## config.mk

```make
export PLATFORM = sky130hd
export DESIGN_NAME = rename_commit_ctrl
export DESIGN_NICKNAME = d
export VERILOG_FILES = /design/src/rtl/rename_commit_ctrl_pkg.sv /design/src/rtl/rename_commit_pick.sv /design/src/rtl/rename_commit_ctrl.sv
export SDC_FILE = /design/constraint.sdc
export NUM_CORES = 1
export LEC_CHECK = 0
export CORE_MARGIN = 2
export CORE_UTILIZATION = 45
export CTS_CLUSTER_DIAMETER = 30
export DETAILED_ROUTE_END_ITERATION = 7
export PLACE_DENSITY = 0.75
export SLEW_MARGIN = 10
export SYNTH_ARGS = -nofsm -noshare
export SYNTH_HDL_FRONTEND = slang
export SYNTH_HIERARCHICAL = 1
export SYNTH_SLANG_ARGS = --single-unit
export TNS_END_PERCENT = 100
```

## constraint.sdc

```tcl
create_clock -name clk_i -period 3.5 [get_ports clk_i]
set_input_delay 0.7 -clock clk_i [delete_from_list [all_inputs] [get_ports clk_i]]
set_output_delay 0.7 -clock clk_i [all_outputs]
set_load 0.02 [all_outputs]
```

## src/rtl/rename_commit_ctrl_pkg.sv

```systemverilog
// Shared constants, commit FSM encoding and occupancy arithmetic for the
// rename commit controller.
package rename_commit_ctrl_pkg;

  localparam int RRF_SEL = 6;
  localparam int REG_SEL = 5;
  localparam int CNT_W   = 32;
  localparam int OCC_W   = RRF_SEL + 1;

  typedef enum logic [1:0] {
    CMT_RUN   = 2'd0,
    CMT_DRAIN = 2'd1,
    CMT_DONE  = 2'd2
  } cmt_state_e;

  // In-flight count after this cycle's allocations and retirements.
  function automatic logic [OCC_W-1:0] occ_next(input logic [OCC_W-1:0] occ,
                                                input logic [1:0]       acc,
                                                input logic [1:0]       ret);
    return occ + {{(OCC_W-2){1'b0}}, acc} - {{(OCC_W-2){1'b0}}, ret};
  endfunction

endpackage

```

## src/rtl/rename_commit_pick.sv

```systemverilog
// Selects how many ROB head entries retire this cycle and which one owns the
// single ARF/RRF commit write port.
module rename_commit_pick
  import rename_commit_ctrl_pkg::*;
(
  input  logic               v0_i,
  input  logic               v1_i,
  input  logic [1:0]         fin_i,
  input  logic [1:0]         dst_en_i,
  input  logic [REG_SEL-1:0] dstnum0_i,
  input  logic [REG_SEL-1:0] dstnum1_i,
  input  logic [RRF_SEL-1:0] comptr_i,
  output logic [1:0]         n_o,
  output logic               we_o,
  output logic [REG_SEL-1:0] dstnum_o,
  output logic [RRF_SEL-1:0] tag_o
);

  logic c0_s;
  logic c1_s;

  // Retire in order; a second retire is blocked when both entries need the write port.
  always_comb begin
    c0_s     = v0_i & fin_i[0];
    c1_s     = c0_s & v1_i & fin_i[1] & ~(dst_en_i[0] & dst_en_i[1]);
    n_o      = {1'b0, c0_s} + {1'b0, c1_s};
    we_o     = (c0_s & dst_en_i[0]) | (c1_s & dst_en_i[1]);
    dstnum_o = {REG_SEL{1'b0}};
    tag_o    = {RRF_SEL{1'b0}};
    if (c0_s & dst_en_i[0]) begin
      dstnum_o = dstnum0_i;
      tag_o    = comptr_i;
    end else if (c1_s & dst_en_i[1]) begin
      dstnum_o = dstnum1_i;
      tag_o    = comptr_i + {{(RRF_SEL-1){1'b0}}, 1'b1};
    end else begin
      dstnum_o = {REG_SEL{1'b0}};
      tag_o    = {RRF_SEL{1'b0}};
    end
  end

endmodule

```

## src/rtl/rename_commit_ctrl.sv

```systemverilog
// Commit-side controller: retires up to two ROB head entries per cycle, tracks
// RRF occupancy and the commit pointer, and drains the pipeline on request.
module rename_commit_ctrl
  import rename_commit_ctrl_pkg::*;
(
  input  logic               clk_i,
  input  logic               reset_i,
  input  logic [1:0]         dp_alloc_num_i,
  input  logic               rrf_allocatable_i,
  input  logic [1:0]         rob_fin_i,
  input  logic [1:0]         rob_dst_en_i,
  input  logic [REG_SEL-1:0] rob_dstnum0_i,
  input  logic [REG_SEL-1:0] rob_dstnum1_i,
  input  logic               drain_req_i,
  output logic [RRF_SEL-1:0] comptr_o,
  output logic [1:0]         com_inst_num_o,
  output logic               completed_we_o,
  output logic [REG_SEL-1:0] completed_dstnum_o,
  output logic [RRF_SEL-1:0] completed_dst_rrftag_o,
  output logic               stall_dp_o,
  output logic [OCC_W-1:0]   occupancy_o,
  output logic               drain_done_o,
  output logic [CNT_W-1:0]   commit_cnt_o
);

  cmt_state_e         state_q, state_d;
  logic [RRF_SEL-1:0] comptr_q, comptr_d;
  logic [OCC_W-1:0]   occupancy_q, occupancy_d;
  logic [CNT_W-1:0]   commit_cnt_q, commit_cnt_d;
  logic [1:0]         com_inst_num_q;
  logic               completed_we_q;
  logic [REG_SEL-1:0] completed_dstnum_q;
  logic [RRF_SEL-1:0] completed_tag_q;

  logic               v0_s, v1_s, stall_s;
  logic [1:0]         acc_s, pick_n_s;
  logic               pick_we_s;
  logic [REG_SEL-1:0] pick_dstnum_s;
  logic [RRF_SEL-1:0] pick_tag_s;

  rename_commit_pick u_pick (
    .v0_i      (v0_s),
    .v1_i      (v1_s),
    .fin_i     (rob_fin_i),
    .dst_en_i  (rob_dst_en_i),
    .dstnum0_i (rob_dstnum0_i),
    .dstnum1_i (rob_dstnum1_i),
    .comptr_i  (comptr_q),
    .n_o       (pick_n_s),
    .we_o      (pick_we_s),
    .dstnum_o  (pick_dstnum_s),
    .tag_o     (pick_tag_s)
  );

  // Head validity, dispatch acceptance, counter updates and drain FSM next state.
  always_comb begin
    v0_s         = (occupancy_q != {OCC_W{1'b0}});
    v1_s         = (occupancy_q >= {{(OCC_W-2){1'b0}}, 2'd2});
    stall_s      = ~reset_i | (state_q != CMT_RUN) | ~rrf_allocatable_i;
    acc_s        = stall_s ? 2'd0 : dp_alloc_num_i;
    occupancy_d  = occ_next(occupancy_q, acc_s, pick_n_s);
    comptr_d     = comptr_q + {{(RRF_SEL-2){1'b0}}, pick_n_s};
    commit_cnt_d = commit_cnt_q + {{(CNT_W-2){1'b0}}, pick_n_s};
    state_d      = state_q;
    case (state_q)
      CMT_RUN: begin
        if (drain_req_i) state_d = CMT_DRAIN;
        else             state_d = CMT_RUN;
      end
      CMT_DRAIN: begin
        if (!drain_req_i)                          state_d = CMT_RUN;
        else if (occupancy_d == {OCC_W{1'b0}})     state_d = CMT_DONE;
        else                                       state_d = CMT_DRAIN;
      end
      CMT_DONE: begin
        if (!drain_req_i) state_d = CMT_RUN;
        else              state_d = CMT_DONE;
      end
      default: state_d = CMT_RUN;
    endcase
  end

  // State and registered commit-port outputs.
  always_ff @(posedge clk_i or negedge reset_i) begin
    if (!reset_i) begin
      state_q            <= CMT_RUN;
      comptr_q           <= {RRF_SEL{1'b0}};
      occupancy_q        <= {OCC_W{1'b0}};
      commit_cnt_q       <= {CNT_W{1'b0}};
      com_inst_num_q     <= 2'd0;
      completed_we_q     <= 1'b0;
      completed_dstnum_q <= {REG_SEL{1'b0}};
      completed_tag_q    <= {RRF_SEL{1'b0}};
    end else begin
      state_q            <= state_d;
      comptr_q           <= comptr_d;
      occupancy_q        <= occupancy_d;
      commit_cnt_q       <= commit_cnt_d;
      com_inst_num_q     <= pick_n_s;
      completed_we_q     <= pick_we_s;
      completed_dstnum_q <= pick_dstnum_s;
      completed_tag_q    <= pick_tag_s;
    end
  end

  assign comptr_o               = comptr_q;
  assign com_inst_num_o         = com_inst_num_q;
  assign completed_we_o         = completed_we_q;
  assign completed_dstnum_o     = completed_dstnum_q;
  assign completed_dst_rrftag_o = completed_tag_q;
  assign stall_dp_o             = stall_s;
  assign occupancy_o            = occupancy_q;
  assign drain_done_o           = (state_q == CMT_DONE);
  assign commit_cnt_o           = commit_cnt_q;

endmodule

```

==> qor.yml, run 1 <==
status: "finished, final reports clean"
fin_ws_ns: 0.0632
postCtsHoldBufs: 0
finClkSkew_ns: 0.00709
ys_seq_area_share_pct: 47.1
yosysTopAreaCell: "dfrtp_1"
postSynthAreaPerCell_um2: 10.8
cp-end-kind: "flop"
clk_latency_ns: 0.33
wl_met1_um: 3490
cts_made_buffers: 9
antenna_found_initial: 0
syn_nets: 342
via_per_inst: 5.12
slowest_delay_ns: 0.39
num_antenna_cells: 0
grt_pass1_wl_um: 12100
startpoint_type: "flop"
drt_first_pass_iters: 4
dr_wl_met3_um: 397
fmax_mhz: 291
grt_max_degree: 62
synth_top_area_share_pct: 47.1
die_w_um: 88.9
path_clk_slew_ns: 0.07
synth_common_cells: "dfrtp_1 (61), inv_1 (31), nand2_1 (27)"
clock_path_buffers: 2
synthFlopType: "dfrtp_1"
hp-class: "flop to flop"
hold_ws_ns: 0.467
async_flop_share_pct: 100
synth.most_common_cell: "dfrtp_1"
cts_tree: "yes"
syn_to_final_growth_pct: 43.7
wirelength_um: 7700
place_area_um2: 4250
numPortBuffers: 80
fin_tns_setup_ns: 0
drtIter0Drc: 91
cp_cell_sequence: "inv_2 -> ha_4 -> nor4bb_4 -> nand2_1 -> nand3_2 -> nand4_1 -> a21oi_1 -> ha_1 -> ha_1 -> inv_2 -> ha_4 -> inv_2 -> fa_2 -> nor2b_4 -> o31ai_4 -> buf_6 -> xnor2_4 -> a41o_1"
stdcell_area_um2: 4660
synthDistinctLibCells: 51
met2RoutedLength_um: 3740
fin_cells: 507
num_rows: 30
hold_viol: 0
cts.sinks: 61
die_y_um: 88.9
drv_slew: 0
cp_max_fo: 3
setup_viol_count_final: 0
fin_crit_ns: 3.44
maxSlewHeadroom_pct: 49.7
crit_required_ns: 3.73
antenna_left: 0
clockRootBuffer: "clkbuf_8"
initial_utilization_pct: 47.2
via_count: 2594
grt_pass1_vias: 2582
synthCells: 299
cts.htree.levels: 3
synth_edf_count: 0
fillers: 529
gp_congestion: 0.850
wl_per_cell_um: 15.2
dp_hpwl_um: 5400
drive_gt1_share_pct: 18.0
drc: 0
place_inst: 487
synth-seq-cells: 61
die-area_um2: 7900
crit_type: "flop to flop"
vdd_ir_drop_max_mv: 0.539
pre_cts_ws_ns: -0.218
cellLeakagePower_nw: 2.17
arrival_ns: 3.66
dr.max_layer_used: "met4"
drv_cap: 0
core_um2: 6870
synth_area_um2: 3240
synthTopCellsByArea: "dfrtp_1 (47%), ha_1 (7.3%), xor2_1 (5.4%)"
grt-ovfl-total: 0
finalNetCount: 450
grt_usage_pct: 20.1
timing_worst_slew_pin_value_ns: 0.754
grt_setup_unrepaired: "yes"
crit_path_top_delay_cell: "dfrtp_1"
pin_count: 81
powerDensity_nw_per_um2: 788
cpMostUsedCell: "inv_2"
period_share_pct: 98.2
yosysWarnings: 6
==> critical path, delay by kind of cell, from the launching register on <==
family / cells / cell delay (ns)
adders and majority gates: 5 / 1.21
and+or+nand+nor: 5 / 0.78
AOI/OAI and AO/OA: 3 / 0.48
DFF: 1 / 0.39
buffers and inverters: 4 / 0.34
xor gates and xnor gates: 1 / 0.12
==> cell families (layout without fill, tap and decap cells) <==
family | Yosys count | in the layout | share of synthesized area (%)
flops | 61 | 61 | 47.1
xor+xnor | 36 | 36 | 9.72
buf+inv | 35 | 147 | 4.67
mux | 1 | 1 | 0.347
fa+ha+maj | 23 | 23 | 9.80
simple gates | 114 | 114 | 22.2
compound gates | 29 | 29 | 6.17
==> layout make-up <==
| cell class | instances | area [um2] | area share (%) |
|---|---|---|---|
| repair buffers | 101 | 957 | 20.5 |
| clock buffers | 11 | 151 | 3.25 |
| well taps | 96 | 120 | 2.58 |
| clock inverters | 4 | 47.5 | 1.02 |
| multi-input cells | 203 | 1740 | 37.4 |
| inverters | 31 | 116 | 2.50 |
| flip-flops and latches | 61 | 1530 | 32.8 |
==> registers in the layout, indices dropped and copies added (netlist names) <==
| name | count |
|---|---|
| commit_cnt_o | 32 |
| state_q | 2 |
| occupancy_o | 7 |
| completed_dst_rrftag_o | 6 |
| comptr_o | 6 |
| completed_we_o | 1 |
| completed_dstnum_o | 5 |
| com_inst_num_o | 2 |
==> per-stage QoR <==
| step | total power (W) | utilization [%] |
|---|---|---|
| 2_1_floorplan | 0.00198 | - |
| 4_1_cts | 0.00344 | 66.0 |
| 5_1_grt | 0.00391 | 67.9 |
| 6_report | 0.00367 | 67.9 |
| 3_5_place_dp | 0.00264 | 61.9 |
| 3_3_place_gp | 0.00258 | 61.9 |
==> worst paths after layout <==
path / end / startpoint / depth (start not counted) / slack (ns)
worst max-delay path: state_q[1] / occupancy_o[3] / 18 / 0.06
worst min-delay path: commit_cnt_o[31] / commit_cnt_o[31] / 1 / 0.47
worst max register to register: state_q[1] / occupancy_o[3] / 18 / 0.06
worst min register to register: commit_cnt_o[31] / commit_cnt_o[31] / 1 / 0.47
max in group asynchronous: commit_cnt_o[2] / reset_i / 2 / 2.39
min in group asynchronous: commit_cnt_o[21] / reset_i / 2 / 0.62
==> power breakdown <==
| part | total [W] | internal [W] | switching [W] |
|---|---|---|---|
| Combinational | 0.00202 | 0.000970 | 0.00105 |
| Sequential | 0.00103 | 0.000862 | 0.000166 |
| Clock | 0.000627 | 0.000361 | 0.000266 |
==> layer usage <==
metal / vias to the layer above / GRT usage, %
met5: - / 0
met4: 0 / 7.16
met3: 6 / 5.26
met2: 71 / 32.1
met1: 1258 / 26.4
li1: 1259 / -
==> layout by cell type, fill, tap and decap left out, drive strengths merged, types with 2 or more instances in the layout <==
| cell | count |
|---|---|
| xor2 | 20 |
| nor4 | 11 |
| nor2b | 3 |
| fa | 4 |
| inv | 31 |
| buf | 22 |
| and2 | 5 |
| a21oi | 11 |
| nand2 | 27 |
| xnor2 | 16 |
| o21ai | 5 |
| nand4 | 7 |
| clkbuf | 11 |
| a2111oi | 2 |
| o31ai | 2 |
| and3b | 3 |
| nand2b | 2 |
| nand3b | 3 |
| or3 | 3 |
| and4 | 3 |
| ha | 19 |
| nor2 | 2 |
| clkdlybuf4s50 | 79 |
| clkinv | 2 |
| nor3 | 11 |
| dfrtp | 61 |
| a22o | 2 |
| and3 | 8 |
| nor3b | 3 |
| nand3 | 17 |
==> timing repair <==
item                                    CTS  global route
setup buffers                             3             2
resized for setup                        14            20
endpoints found under the hold margin     0             0
endpoints found under the setup margin    3            15
pin swaps                                 9            10
Note: power is estimated with default switching activity, not from simulation.
==> run 2, diff against run 1 <==
RECOVER_POWER = 25   (was unset)
TNS_END_PERCENT = unset   (was 100)
==> run 2 against run 1 <==
Compared with the run above:
- the flow now finishes with violations (max-capacitance violations)
- worst setup slack did not move
- sequential share of layout area about the same
- largest power group unchanged
- combinational power about the same
- global-route usage unchanged
- first-iteration DRC count is the same
- cell count is the same
- highest routed layer unchanged
- final area hardly changed
- clock power hardly changed
- clock skew about the same
- sequential power is essentially flat
==> qor.yml, run 2 (synthesis results as in run 1) <==
cts.sinks: 61  # unchanged
fin_crit_ns: 3.44  # unchanged
grt_usage_pct: 20.1  # unchanged
numPortBuffers: 80  # unchanged
worst-path-stages: 18  # unchanged
switchingPower_w: 0.00148  # about the same
drive_gt1_share_pct: 17.8  # -0.24 points
antenna_left: 0  # unchanged
period_share_pct: 98.2  # unchanged
hp-class: "flop to flop"
wl_per_cell_um: 15.2  # about the same
grt_max_degree: 62  # unchanged
internal_power_w: 0.00219  # about the same
num_antenna_cells: 0  # unchanged
via_count: 2594  # unchanged
r2r_start: "occupancy_o[3]"
via_per_inst: 5.12  # unchanged
endpoint: "state_q[1]"
slowest_delay_ns: 0.39  # about the same
drt_first_pass_iters: 4  # unchanged
path_clk_slew_ns: 0.07  # about the same
violations: "max-capacitance violations"
rrSetupSlack_ns: 0.06  # about the same
die-area_um2: 7900  # unchanged
fin_ws_ns: 0.0632  # unchanged
grt_pass1_wl_um: 12100  # unchanged
layout_common_cells: "clkdlybuf4s50_1 (79), dfrtp_1 (61), inv_1 (26), nand2_1 (26), xor2_1 (20)"
seqPwrFrac_pct: 28.0  # about the same
finClkSkew_ns: 0.00718  # +0.0000890 ns
drv_cap: 1  # +1
setup_viol_count_final: 0  # unchanged
cellLeakagePower_nw: 2.16  # -0.16%
power_switching_share_pct: 40.3  # about the same
die_y_um: 88.9  # unchanged
fmax_mhz: 291  # unchanged
initial_utilization_pct: 47.2  # unchanged
dp_hpwl_um: 5400  # unchanged
largest_reg_flops: 32  # unchanged
crit_required_ns: 3.73  # about the same
powerDensity_nw_per_um2: 788  # about the same
clkPwrFrac_pct: 17.1  # about the same
cp-end-kind: "flop"
path_buf_inv: 4  # unchanged
grt-ovfl-total: 0  # unchanged
layout_commonest_cell: "clkdlybuf4s50_1"
vdd_ir_drop_max_mv: 0.539  # about the same
core_um2: 6870  # unchanged
hold_ws_ns: 0.467  # +0.0000970 ns
worstSetupStartpoint: "occupancy_o[3]"
grt_setup_unrepaired: "yes"
hp-start: "commit_cnt_o[31]"
clock_path_buffers: 2  # unchanged
clockRootBuffer: "clkbuf_8"
clk_latency_ns: 0.33  # about the same
cp_cell_sequence: "inv_2 -> ha_4 -> nor4bb_4 -> nand2_1 -> nand3_2 -> nand4_1 -> a21oi_1 -> ha_1 -> ha_1 -> inv_2 -> ha_4 -> inv_2 -> fa_2 -> nor2b_4 -> o31ai_4 -> buf_6 -> xnor2_4 -> a41o_1"
r2r_end: "state_q[1]"
combPwrFrac_pct: 54.9  # about the same
cts_tree: "yes"
r2r_cells: 18  # unchanged
cts.htree.levels: 3  # unchanged
drtIter0Drc: 91  # unchanged
cpMostUsedCell: "inv_2"
crit_path_top_delay_cell: "dfrtp_1"
crit_type: "flop to flop"
syn_to_final_growth_pct: 43.6  # about the same
gp_congestion: 0.850  # unchanged
wirelength_um: 7690  # about the same
cp_max_fo: 3  # unchanged
startpoint_type: "flop"
finalNetCount: 450  # unchanged
maxSlewHeadroom_pct: 0.731  # -49 points
post-route-util_pct: 67.8  # about the same
timing_worst_slew_pin_value_ns: 1.49  # +0.735 ns
crit_family: "adder cells"
die_w_um: 88.9  # unchanged
grt_pass1_vias: 2582  # unchanged
arrival_ns: 3.66  # about the same
drv_slew: 0  # unchanged
cts_made_buffers: 9  # unchanged
antenna_found_initial: 0  # unchanged
pin_count: 81  # unchanged
status: "finished with violations"
hold_viol: 0  # unchanged
num_rows: 30  # unchanged
drc: 0  # unchanged
pre_cts_ws_ns: -0.218  # unchanged
-- run 2: changes by cell type in the layout (fill, tap and decap cells not counted), sizes merged --
| cell | delta |
|---|---|
| clkbuf | +2 |
| buf | -2 |
-- run 2: how the worst min path moves through the flow --
stage / slack, ns / end / depth (start not counted)
2_1_floorplan: 0.40 / com_inst_num_o[0] / 0
3_3_place_gp: 0.46 / commit_cnt_o[31] / 1
3_5_place_dp: 0.46 / commit_cnt_o[31] / 1
4_1_cts: 0.47 / commit_cnt_o[31] / 1
5_1_grt: 0.50 / commit_cnt_o[31] / 1
6_report: 0.47 / commit_cnt_o[31] / 1
-- run 2: repair_timing --
action,in CTS,in global routing
hold buffers,0,0
endpoints found under the hold margin,0,0
setup endpoints to repair,3,15
setup buffers,3,2
gates resized for setup,14,20
pin swaps,9,10
-- run 2: metal layers --
layer,global-route usage (%),vias up,share of wire [%]
li1,-,1259,-
met1,26.4,1258,45
met2,32.1,71,49
met3,5.26,6,5.2
met4,7.16,0,0.92
met5,0,-,0
-- run 2: final cells by class --
cell class              count  area [um2]
clock buffers              11         151
well taps                  96         120
multi-input cells         203        1740
inverters                  31         116
fillers                   528        2210
flip-flops and latches     61        1530
clock inverters             4        47.5
repair buffers            101         953
-- run 2: power by group through the flow --
stage / sequential, W / combinational (W) / clock, W
3_5_place_dp: 0.00103 / 0.00161 / 0
3_3_place_gp: 0.00102 / 0.00156 / 0
5_1_grt: 0.00105 / 0.00218 / 0.000678
4_1_cts: 0.00102 / 0.00177 / 0.000642
2_1_floorplan: 0.00118 / 0.000800 / 0
6_report: 0.00103 / 0.00202 / 0.000627
-- run 2: worst reg2reg max path, stage by stage, from the launching register on --
cell      delay [ns]
dfrtp_1         0.39
inv_2           0.08
ha_4            0.12
nor4bb_4        0.31
nand2_1         0.10
nand3_2         0.09
nand4_1         0.11
a21oi_1         0.15
ha_1            0.27
ha_1            0.32
inv_2           0.07
ha_4            0.14
inv_2           0.04
fa_2            0.37
nor2b_4         0.17
o31ai_4         0.12
buf_6           0.15
xnor2_4         0.12
a41o_1          0.21
-- run 2: stage by stage --
step | area, um2 | setup TNS, ns | cells | total power, W
final | 4660 | 0 | 507 | 0.00367
after global routing | 4660 | -0.198 | 507 | 0.00391
after CTS | 4530 | -0.00428 | 505 | 0.00344
after detailed placement | 4250 | -0.454 | 487 | 0.00264
after global placement | 4250 | -0.0720 | 487 | 0.00258
after floorplan | 3250 | 0 | 299 | 0.00198
==> run 3, diff against run 2 <==
CORE_UTILIZATION = 44   (was 45)
GPL_ROUTABILITY_DRIVEN = 0   (was unset)
PLACE_DENSITY = 0.74   (was 0.75)
SYNTH_HIERARCHICAL = unset   (was 1)
==> run 3 against run 2 <==
Compared with the run above:
- the flow finishes with violations (negative setup slack)
- clock power increased by 13%
- cell count is 0.39% higher
- final area is 0.78% lower
- die area decreased by 2.9%
- clock-buffer cell count rose by 1
- worst setup slack worse by 0.071 ns
- critical path type unchanged
- largest cell class unchanged
- highest routed layer unchanged
==> qor.yml, run 3 <==
drv_slew: 0  # unchanged
syn_to_final_growth_pct: 50.2
drv_cap: 0  # -1
dp_hpwl_um: 5140  # -4.8%
drt_first_pass_iters: 4  # unchanged
fmax_mhz: 285  # -2.0%
pin_count: 81  # unchanged
powerDensity_nw_per_um2: 793  # +0.57%
numPortBuffers: 80  # unchanged
synth_top_area_share_pct: 49.6  # +2.6 points
fin_ws_ns: -0.00759  # -0.0708 ns
grt-ovfl-total: 0  # unchanged
finClkSkew_ns: 0.00610  # -0.00108 ns
clock_path_buffers: 2  # unchanged
cts.htree.levels: 3  # unchanged
wl_per_cell_um: 13.8  # -9.0%
antenna_left: 0  # unchanged
crit_required_ns: 3.72  # about the same
die_w_um: 87.6  # -1.5%
synth_area_um2: 3080  # -5.2%
drive_gt1_share_pct: 19.4  # +1.6 points
cp_cell_sequence: "inv_2 -> ha_4 -> nand4bb_1 -> o21ai_2 -> o21ai_1 -> a211oi_2 -> ha_4 -> inv_2 -> fa_1 -> inv_1 -> fa_2 -> nand2b_4 -> a21o_4 -> nor4b_4 -> a2111oi_1 -> a32o_1"
arrival_ns: 3.72  # +0.06 ns
async_flop_share_pct: 100  # unchanged
synthTopCellsByArea: "dfrtp_1 (50%), ha_1 (7.7%), xnor2_1 (6.0%)"
synth_edf_count: 0  # unchanged
layout_common_cells: "clkdlybuf4s50_1 (79), dfrtp_1 (57), buf_4 (31)"
core_um2: 6790  # -1.1%
vdd_ir_drop_max_mv: 0.605  # +12%
via_per_inst: 4.83  # -5.6%
finalPower_w: 0.00366  # -0.21%
timing_worst_slew_pin_value_ns: 1.45  # -0.0388 ns
period_share_pct: 100  # +2.0 points
startpoint_type: "flop"
drtIter0Drc: 77  # -15%
grt_usage_pct: 19.0  # -1.1 points
grt_max_degree: 62  # unchanged
fin_tns_setup_ns: -0.00759  # -0.00759 ns
cellLeakagePower_nw: 2.14  # -0.87%
fin_cells: 509  # +0.39%
grt_pass1_wl_um: 11300  # -7.1%
drc: 0  # unchanged
cts_made_buffers: 9  # unchanged
clockRootBuffer: "clkbuf_8"
slowest_delay_ns: 0.50  # +0.11 ns
finalNetCount: 451  # +0.22%
num_antenna_cells: 0  # unchanged
clk_latency_ns: 0.33  # about the same
cts_tree: "yes"
layout_commonest_cell: "clkdlybuf4s50_1"
postCtsHoldBufs: 0  # unchanged
violations: "negative setup slack"
path_clk_slew_ns: 0.07  # about the same
syn_nets: 329  # -3.8%
synth-seq-cells: 61  # unchanged
synthCells: 286  # -4.3%
hp-class: "flop to flop"
yosysTopAreaCell: "dfrtp_1"
yosysWarnings: 0  # -6
initial_utilization_pct: 45.3  # -1.9 points
synth.most_common_cell: "dfrtp_1"
crit_path_top_delay_cell: "fa_1"
die-area_um2: 7670  # -2.9%
maxSlewHeadroom_pct: 3.32  # +2.6 points
place_inst: 483  # -0.82%
ys_seq_area_share_pct: 49.6  # +2.6 points
postSynthAreaPerCell_um2: 10.8  # -0.86%
crit_type: "flop to flop"
synthDistinctLibCells: 41  # -20%
cp-end-kind: "flop"
cts.sinks: 61  # unchanged
num_rows: 30  # unchanged
status: "finished with violations"
wirelength_um: 7030  # -8.6%
antenna_found_initial: 0  # unchanged
largest_reg_flops: 32  # unchanged
fin_crit_ns: 3.51  # +0.0708 ns
cp_max_fo: 4  # +1
synthFlopType: "dfrtp_1"
via_count: 2459  # -5.2%
grt_setup_unrepaired: "yes"
hold_viol: 0  # unchanged
setup_viol_count_final: 1  # +1
grt_pass1_vias: 2415  # -6.5%
die_y_um: 87.6  # -1.5%
synth_common_cells: "dfrtp_1 (61), inv_1 (29), nand2_1 (23)"
pre_cts_ws_ns: -0.453  # -0.235 ns
==> run 3: changes by cell type in the layout (fill, tap and decap cells not counted), sizes merged, moves of 5 or more <==
cell | previous run | this run
mux2i | 0 | 5
nand3 | 17 | 12
buf | 20 | 32
nor4 | 11 | 3
a21oi | 11 | 4
xnor2 | 16 | 21
nor2 | 2 | 20
==> run 3: worst max-delay path, delay by kind of cell, from the launching register on <==
kind                       cells  cell delay (ns)
buffers and inverters          3             0.21
DFF                            1             0.41
AOI/OAI and AO/OA              6             1.08
and+or+nand+nor                3             0.54
adders and majority gates      4             1.16
==> run 3: timing repair <==
item | in CTS | in global routing
setup buffers | 0 | 10
cloned | 0 | 0
gates resized for setup | 9 | 10
pin swaps | 5 | 5
endpoints found under the setup margin | 3 | 5
==> run 3: path summary, 6_finish.rpt <==
check,from,to,slack [ns],depth (start not counted)
worst max register to register,occupancy_o[4],state_q[1],-0.008,16
worst min register to register,commit_cnt_o[31],commit_cnt_o[31],0.49,1
worst min-delay path,commit_cnt_o[31],commit_cnt_o[31],0.49,1
min in group asynchronous,reset_i,commit_cnt_o[1],0.95,2
worst max-delay path,occupancy_o[4],state_q[1],-0.008,16
max in group asynchronous,reset_i,occupancy_o[4],1.60,2
==> run 3: logic make-up (layout without fill, tap and decap cells) <==
logic type	count (synthesis)	after routing	synth area share, %
AOI/OAI and AO/OA	25	25	5.61
DFF	61	61	49.6
xor gates and xnor gates	41	41	11.7
adders and majority gates	23	23	10.3
and+or+nand+nor	99	99	17.2
muxes	5	5	1.63
buffers and inverters	32	159	3.95
==> run 3: area by class of cell <==
cell class                 count  area, um2
clock inverter                 4       70.1
multi-input combinational    193       1590
clock buffer                  12        155
inverter                      30        115
timing repair buffer         113       1040
tap                           96        120
sequential                    61       1530
fill                         541       2170
==> run 3: report_power, final <==
part	switching, W	internal [W]
clock	0.000268	0.000438
sequential	0.000159	0.000868
combinational	0.000976	0.000955
total	0.00140	0.00226
==> run 3: layer usage <==
layer / up-vias / GRT usage (%) / share of wire, %
li1: 1206 / - / -
met1: 1175 / 25.7 / 45
met2: 68 / 29.6 / 49
met3: 10 / 5.18 / 4.6
met4: 0 / 6.71 / 1.6
met5: - / 0 / 0
==> run 3: per-stage QoR <==
step | util (%) | hold slack [ns] | cell area, um2
floorplan | - | 0.404 | 3130
global route | 68.0 | 0.509 | 4620
finish | 68.0 | 0.491 | 4620
CTS | 65.9 | 0.491 | 4480
global placement | 61.9 | 0.459 | 4210
detailed placement | 61.9 | 0.477 | 4210
